### src/rtl/ras_ctrl.sv
// ras_ctrl
//
// Return-address-stack controller placed directly in front of a dual-port
// RAS BRAM. Call events (push) become port A writes; return events (pop)
// are answered from a cached top-of-stack register in the same cycle, and
// the entry below is fetched through port B so that the cache can be
// refilled. When the stack is full, further pushes wrap around and
// overwrite the oldest entry.
//
// Optional feature macro: RAS_CTRL_REFILL_BYPASS_EN
//   undefined : pop_ready drops for the single REFILL cycle after a pop,
//               so back-to-back pops run at one every two cycles.
//   defined   : pop_ready is held high; a pop accepted during REFILL is
//               answered straight from bram_dob, giving one pop per cycle.
//
// Parameters
//   DEPTH        stack entries held in BRAM (power of two)
//   WIDTH        return-address width
//
// Ports
//   clk          clock, all state updates on the rising edge
//   rst          asynchronous, active-high reset
//   flush        empties the stack, overrides push and pop
//   push_valid   call event, always accepted
//   push_addr    return address to push
//   pop_valid    return event, accepted when pop_ready is high
//   pop_ready    pop acceptance
//   pop_data     predicted return address, valid in the accept cycle
//   pop_empty    stack holds no entries
//   bram_wea     port A write enable
//   bram_waddra  port A write address
//   bram_wia     port A write data
//   bram_reb     port B read enable
//   bram_raddrb  port B read address
//   bram_dob     port B read data, one cycle after bram_reb

module ras_ctrl #(
    parameter int DEPTH = 1024,
    parameter int WIDTH = 36,
    localparam int ADDR = $clog2(DEPTH)
) (
    input  logic             clk,
    input  logic             rst,
    input  logic             flush,
    input  logic             push_valid,
    input  logic [WIDTH-1:0] push_addr,
    input  logic             pop_valid,
    output logic             pop_ready,
    output logic [WIDTH-1:0] pop_data,
    output logic             pop_empty,
    output logic             bram_wea,
    output logic [ADDR-1:0]  bram_waddra,
    output logic [WIDTH-1:0] bram_wia,
    output logic             bram_reb,
    output logic [ADDR-1:0]  bram_raddrb,
    input  logic [WIDTH-1:0] bram_dob
);

    localparam logic [0:0] S_IDLE   = 1'b0;
    localparam logic [0:0] S_REFILL = 1'b1;

    localparam logic [ADDR-1:0] PTR_ONE   = ADDR'(1);
    localparam logic [ADDR-1:0] PTR_TWO   = ADDR'(2);
    localparam logic [ADDR:0]   CNT_ONE   = (ADDR+1)'(1);
    localparam logic [ADDR:0]   CNT_MAX   = (ADDR+1)'(DEPTH);

    logic [ADDR-1:0]  ptr;
    logic [ADDR-1:0]  ptr_next;
    logic [ADDR:0]    count;
    logic [ADDR:0]    count_next;
    logic [WIDTH-1:0] top;
    logic [WIDTH-1:0] top_next;
    logic [0:0]       state;
    logic [0:0]       state_next;

    logic             in_refill;
    logic             count_zero;
    logic             count_one;
    logic             count_full;
    logic             push_fire;
    logic             pop_fire;
    logic [WIDTH-1:0] cur_top;

    assign in_refill  = (state == S_REFILL);
    assign count_zero = (count == '0);
    assign count_one  = (count == CNT_ONE);
    assign count_full = (count == CNT_MAX);

`ifdef RAS_CTRL_REFILL_BYPASS_EN
    // During REFILL the cached top is stale; the correct value is the BRAM
    // read data arriving this cycle, so forward it instead of stalling.
    assign pop_ready = 1'b1;
    assign cur_top   = in_refill ? bram_dob : top;
`else
    assign pop_ready = ~in_refill;
    assign cur_top   = top;
`endif

    // flush masks both events so that neither strobes the BRAM.
    assign push_fire = push_valid & ~flush;
    assign pop_fire  = pop_valid & pop_ready & ~flush;

    // An empty stack predicts nothing, so the data is forced to zero.
    assign pop_empty = count_zero;
    assign pop_data  = count_zero ? '0 : cur_top;

    // Next-state and BRAM strobe decode. Writes only happen with a push and
    // reads only with a pop-only, so the two ports never target one address.
    always_comb begin
        ptr_next    = ptr;
        count_next  = count;
        top_next    = top;
        state_next  = state;
        bram_wea    = 1'b0;
        bram_waddra = '0;
        bram_wia    = '0;
        bram_reb    = 1'b0;
        bram_raddrb = '0;

        if (flush) begin
            ptr_next   = '0;
            count_next = '0;
            state_next = S_IDLE;
        end else if (push_fire && pop_fire && !count_zero) begin
            // Pop and push cancel out: the new address simply replaces the
            // current top entry in place.
            bram_wea    = 1'b1;
            bram_waddra = ptr - PTR_ONE;
            bram_wia    = push_addr;
            top_next    = push_addr;
            state_next  = S_IDLE;
        end else if (push_fire) begin
            // Also covers push+pop on an empty stack. Any pending refill is
            // dropped because the pushed address becomes the new top.
            bram_wea    = 1'b1;
            bram_waddra = ptr;
            bram_wia    = push_addr;
            top_next    = push_addr;
            ptr_next    = ptr + PTR_ONE;
            if (!count_full) begin
                count_next = count + CNT_ONE;
            end
            state_next  = S_IDLE;
        end else if (pop_fire && !count_zero) begin
            ptr_next   = ptr - PTR_ONE;
            count_next = count - CNT_ONE;
            if (!count_one) begin
                // Fetch the entry that becomes the new top after this pop.
                bram_reb    = 1'b1;
                bram_raddrb = ptr - PTR_TWO;
                state_next  = S_REFILL;
            end else begin
                state_next  = S_IDLE;
            end
        end else if (in_refill) begin
            top_next   = bram_dob;
            state_next = S_IDLE;
        end
    end

    // State registers; reset also cancels any refill in flight so the
    // late read data is never captured.
    always_ff @(posedge clk or posedge rst) begin
        if (rst) begin
            ptr   <= '0;
            count <= '0;
            top   <= '0;
            state <= S_IDLE;
        end else begin
            ptr   <= ptr_next;
            count <= count_next;
            top   <= top_next;
            state <= state_next;
        end
    end

endmodule
### config.mk
export PLATFORM = sky130hd
export DESIGN_NAME = ras_ctrl
export DESIGN_NICKNAME = d
export VERILOG_FILES = /design/src/rtl/ras_ctrl.sv
export SDC_FILE = /design/constraint.sdc
export NUM_CORES = 1
export LEC_CHECK = 0
export ABC_AREA = 1
export CORE_ASPECT_RATIO = 0.8
export CORE_UTILIZATION = 40
export DETAILED_ROUTE_END_ITERATION = 16
export PLACE_DENSITY = 0.71
export SYNTH_ARGS = -nofsm -noshare
export SYNTH_HDL_FRONTEND = slang
export SYNTH_SLANG_ARGS = --single-unit
### constraint.sdc
create_clock -name clk -period 3.5 [get_ports clk]
set_clock_uncertainty 0.2 [all_clocks]
set_input_delay 1.05 -clock clk [delete_from_list [all_inputs] [get_ports clk]]
set_output_delay 1.05 -clock clk [all_outputs]
set_load 0.05 [all_outputs]
# [After elaboration in Yosys (flattened, before gate mapping)]
# Index checks and enable logic that the tools add are counted.
[word_totals] regBits=58 input_bits=77 output_inout_bits=96
[classes] n_addsub=5 eq_ne=5 mux=33 bitwise=5 reduce_logical=10
[ops] op="2-to-1 mux 36 bit" count=8
[ops] op="2-to-1 mux 10 bit" count=12
[ops] op="2-to-1 mux 11 bit" count=5
[ops] op="adder 11 x 1 -> 11 bit (second input constant)" count=1
[ops] op="== test 11 x 1 -> 1 bit (second input constant)" count=1
[ops] op="== test 11 bit (second input constant)" count=1
[ops] op="zero test 11 bit" count=1
[ops] op="subtractor 11 x 1 -> 11 bit (second input constant)" count=1
[ops] op="adder 10 x 1 -> 10 bit (second input constant)" count=1
[ops] op="subtractor 10 x 1 -> 10 bit (second input constant)" count=1
[ops] op="subtractor 10 x 2 -> 10 bit (second input constant)" count=1
[ops] op="2-to-1 mux 1 bit" count=8
[ops] op="inequality test 3 bit (second input constant)" count=2
[ops] op="AND reduction 3 bit" count=2
[ops] op="nonzero test 3 bit" count=2
[ops] op="bitwise AND 1 bit" count=3
[ops] op="logical AND 1 bit" count=3
[ops] op="inequality test 2 bit (second input constant)" count=1
[ops] op="NOT 1 bit" count=2
[ops] op="AND reduction 2 bit" count=1
[ops] op="zero test 1 bit" count=1

# [Longest topological paths before layout]
# Gate-level depths: netlist of run 1.
[depth] ltp_word=8 ltp_mapped=13 ltp_nobuf=11

# [Least setup slack after synthesis of run 1]
# Ideal clock, no wire load.
[synth_path] kind="input to output" startpoint="in flush" endpoint="out bram_waddra[7]" t_arrival_ps=2982 setup_slack_ps=-732 cell_stages=6 n_path_buf=3 cell_sequence="buf_6 -> nor2_4 -> inv_2 -> buf_2 -> buf_1 -> o31ai_1"
[synth_via] elab_chain_cells=6 word_cells_on_any_way=8 classes_between="3 x mux; 3 x bitwise; 2 x reduce/logical"
[synth_rtl] item="start, declared" line="44" text="input logic flush,"
[synth_rtl] item="NOT 1 bit (no source line)"
[synth_rtl] item="bitwise AND 1 bit (on tied branches)" line="100, 101"
[synth_rtl] item="logical AND 1 bit (2 in a row)" line="124" text="end else if (push_fire && pop_fire && !count_zero) begin"
[synth_rtl] item="2-to-1 mux 10 bit" line="124"
[synth_rtl] item="2-to-1 mux 10 bit *" line="120" text="if (flush) begin"
[synth_rtl] item="end, declared" line="52" text="output logic [ADDR-1:0] bram_waddra,"
# Mark *: on every way between the ends. The rest lies on a longest branch, timed or not.

# [Worst setup path after layout of run 1]
[layout_path] startpoint="reg ptr[2]" endpoint="out bram_waddra[7]"
[layout_via] elab_chain_cells=3
[layout_rtl] item="start, declared" line="67" text="logic [ADDR-1:0] ptr;"
[layout_rtl] item="start signal, assigned" line="170" text="ptr <= ptr_next;"
[layout_rtl] item="subtractor 10 x 1 -> 10 bit" line="128" text="bram_waddra = ptr - PTR_ONE;"
[layout_rtl] item="2-to-1 mux 10 bit" line="124"
[layout_rtl] item="2-to-1 mux 10 bit" line="120"
# No other way between the ends.

==> flow_summary.json, run 1 <==
{
  "status": "finished clean",
  "crit_path_max_incr_delay_ns": 0.42,
  "drt-wirelength-per-cell_um": 15.7,
  "htreeDepth": 3,
  "crit_type": "reg -> out",
  "rsz0062_at_grt": "true",
  "crit_path_start_kind": "register",
  "first_pass_iters": 8,
  "synth_top_family_by_area": "simple AND/OR/NAND/NOR gates",
  "synth_seq_cells": 58,
  "drc_errors": 0,
  "die_y_um": 97.1,
  "cts_root_buf": "clkbuf_16",
  "fin_nets": 990,
  "grt_pass1_wl_mm": 26.4,
  "grt_max_degree": 51,
  "yosysUniqueCellTypes": 34,
  "cp.required_ns": 2.25,
  "crit_path_frequent_cell": "nand2_1",
  "min_period_over_period_pct": 98.0,
  "viasPerCell": 5.05,
  "yosys-mux-area-fraction_pct": 0,
  "ys_seq_area_share_pct": 32.1,
  "grt_usage_pct": 28.9,
  "peakVddDrop_mv": 0.279,
  "crit_path_end_kind": "primary output",
  "max_slew_margin_pct": 57.6,
  "area_growth_pct": 74.0,
  "hold_class": "reg -> reg",
  "cts_tree": "done",
  "clockBufferDepth": 2,
  "antenna_found_initial": 0,
  "yosys-top-cells-area": "dfrtp_1, nand2_1, nor2_1",
  "drt-initial-drc-count": 275,
  "slew_violations": 0,
  "preCtsSetupSlack_ns": -0.415,
  "clk_latency_ns": 0.33,
  "worstMarginPinSlew_ns": 0.635,
  "cp_max_fo": 7,
  "max_freq_ghz": 0.292,
  "crit_family": "simple AND/OR/NAND/NOR gates",
  "yosys.area_share.xor_xnor_pct": 3.29,
  "synth_compound_area_share_pct": 13.6,
  "synth_top_area_share_pct": 32.1,
  "ioPinCount": 173,
  "overflow": 0,
  "setup_ws_ns": 0.0707,
  "min_path_cells": 2,
  "powerDensity_nw_per_um2": 550,
  "routabilityCongestion": 0.957,
  "cts_made_buffers": 9,
  "clock-sinks": 58,
  "fin_crit_ns": 3.43,
  "netlist_instances": 690,
  "die_area_um2": 11700,
  "syn_avg_cell_area_um2": 6.55,
  "path_clk_slew_ns": 0.05,
  "die_w_um": 121,
  "reg2reg_depth": 12,
  "finalSetupTns_ns": 0,
  "finalPower_w": 0.00433,
  "core_area_um2": 10900,
  "hold_viol_final": 0,
  "drive_above_1_share_pct": 30.0,
  "crit_cells": 9,
  "vias": 5315,
  "grt_pass1_vias": 5220,
  "numPortBuffers": 172,
  "postRouteAntennaNets": 0,
  "reg2reg_slack_ns": 1.09,
  "crit_buf_inv": 2,
  "yosysWarnings": 0,
  "drt-total-wl_mm": 16.6,
  "critPathArrivalTime_ns": 2.18,
  "initial_core_util_pct": 41.3,
  "dp_hpwl_mm": 12.1,
  "synth_area_um2": 4520,
  "diodes": 0,
  "max-cap-violations": 0,
  "core.rowCount": 34,
  "power_leakage_nw": 3.92,
  "syn-num-nets": 776,
  "synthAdderAreaFrac_pct": 2.49,
  "netlist.top_cell.by_area": "dfrtp_1",
  "slowest_stage": "dfrtp_2",
  "synthSimpleGateAreaFrac_pct": 33.9,
  "setup_viol": 0,
  "path_cells": "inv_1 -> ha_1 -> nand2_1 -> nand2_1 -> nor2_1 -> xor2_1 -> nand2_1 -> o31ai_4 -> buf_12"
}
==> sequential cells by signal (all words and copies together), names as in the netlist <==
name,count
count,11
cur_top,36
in_refill,1
ptr,10
==> Yosys cell counts, drive strengths merged <==
| cell | n |
|---|---|
| inv | 122 |
| o31ai | 1 |
| clkbuf | 10 |
| xor2 | 17 |
| a31oi | 9 |
| nand3b | 1 |
| a22oi | 22 |
| nand4 | 4 |
| ha | 9 |
| a21oi | 12 |
| o211ai | 2 |
| nand2 | 165 |
| nand3 | 45 |
| a211oi | 1 |
| nor2 | 137 |
| buf | 23 |
| o21ai | 49 |
| nor3 | 3 |
| dfrtp | 58 |
==> stage by stage <==
stage,area (µm²),utilization [%],hold slack [ns],instances
after floorplan,4700,-,0.257,690
after global placement,7400,67.7,0.262,1031
after detailed placement,7400,67.7,0.270,1031
after CTS,7860,71.9,0.282,1055
after global routing,7860,71.9,0.321,1053
final,7860,71.9,0.276,1053
==> layer usage <==
metal	track usage [%]	vias up	share of wire (%)	wire length, µm
met5	0	-	0	0
met1	34.7	2476	40	6640
met3	6.34	56	6.4	1060
met2	49.5	220	50	8240
li1	-	2563	-	-
met4	12.6	0	3.9	640
==> report_power, final <==
part / switching, W / leakage (nW) / internal (W)
Combinational: 0.00161 / 3.07 / 0.000872
Sequential: 0.000150 / 0.704 / 0.000810
Clock: 0.000321 / 0.149 / 0.000568
==> cells by family after synthesis <==
family | count (synthesis)
AOI/OAI and AO/OA | 96
and+or+nand+nor | 355
xor gates and xnor gates | 17
DFF | 58
adders and majority gates | 9
buffers and inverters | 155
==> layout make-up <==
type | instances | area, µm²
flip-flops and latches | 58 | 1450
clock buffers | 11 | 243
inverters | 122 | 472
multi-input cells | 478 | 2670
repair buffers | 235 | 2790
fillers | 858 | 3070
clock inverters | 5 | 53.8
well taps | 144 | 180
==> repair_timing <==
| item | in CTS | in global routing |
|---|---|---|
| gates resized for setup | 31 | 18 |
| endpoints found under the setup margin | 57 | 42 |
| gates cloned | 2 | 0 |
| buffers inserted | 6 | 0 |
| hold buffers | 0 | 0 |
| pin swaps | 4 | 3 |
==> final timing paths <==
kind / startpoint / endpoint
worst max-delay path: ptr[2] / bram_waddra[7]
worst max register to register: count[1] / count[7]
worst min-delay path: cur_top[2] / cur_top[2]
min in group asynchronous: rst / cur_top[3]
max in group asynchronous: rst / cur_top[27]
worst min register to register: cur_top[2] / cur_top[2]
==> worst register-to-register path: stages, from the launching register on <==
cell and delay (ns):
dfrtp_2 0.45, inv_1 0.13, ha_1 0.18, nand2_2 0.07, nor2_4 0.13, nand2_4 0.11
nand3_4 0.14, buf_6 0.14, buf_4 0.13, nand3_4 0.24, buf_4 0.26, nand2_2 0.06
o21ai_2 0.05
==> cells in the final DEF (no fill, tap or decap), types with 3 or more instances in the layout <==
| master | netlist | routed |
|---|---|---|
| nand2_1 | 152 | 150 |
| inv_1 | 116 | 108 |
| nor2_1 | 131 | 98 |
| buf_4 | 1 | 88 |
| clkdlybuf4s50_1 | 0 | 74 |
| buf_12 | 1 | 64 |
| dfrtp_1 | 58 | 56 |
| nand3_1 | 43 | 42 |
| o21ai_0 | 32 | 27 |
| a22oi_1 | 22 | 22 |
| nor2_2 | 2 | 20 |
| nor2_4 | 3 | 18 |
| xor2_1 | 17 | 17 |
| o21ai_2 | 15 | 17 |
| nand2_2 | 9 | 11 |
| a21oi_1 | 12 | 10 |
| inv_2 | 5 | 9 |
| a31oi_1 | 9 | 9 |
| ha_1 | 9 | 9 |
| clkbuf_16 | 0 | 9 |
| buf_6 | 5 | 7 |
| nand2_4 | 4 | 4 |
| inv_4 | 1 | 4 |
| nand4_1 | 4 | 4 |
| o21ai_1 | 2 | 4 |
| nand3_4 | 2 | 3 |
| clkinv_2 | 0 | 3 |
(Power assumes the default switching activity.)
==> run 2, diff against run 1 <==
- CTS_CLUSTER_SIZE: default -> 28
- SKIP_LAST_GASP: default -> 1
==> results of run 2 <==
Final layout, timing and power as in run 1 (identical DEF).
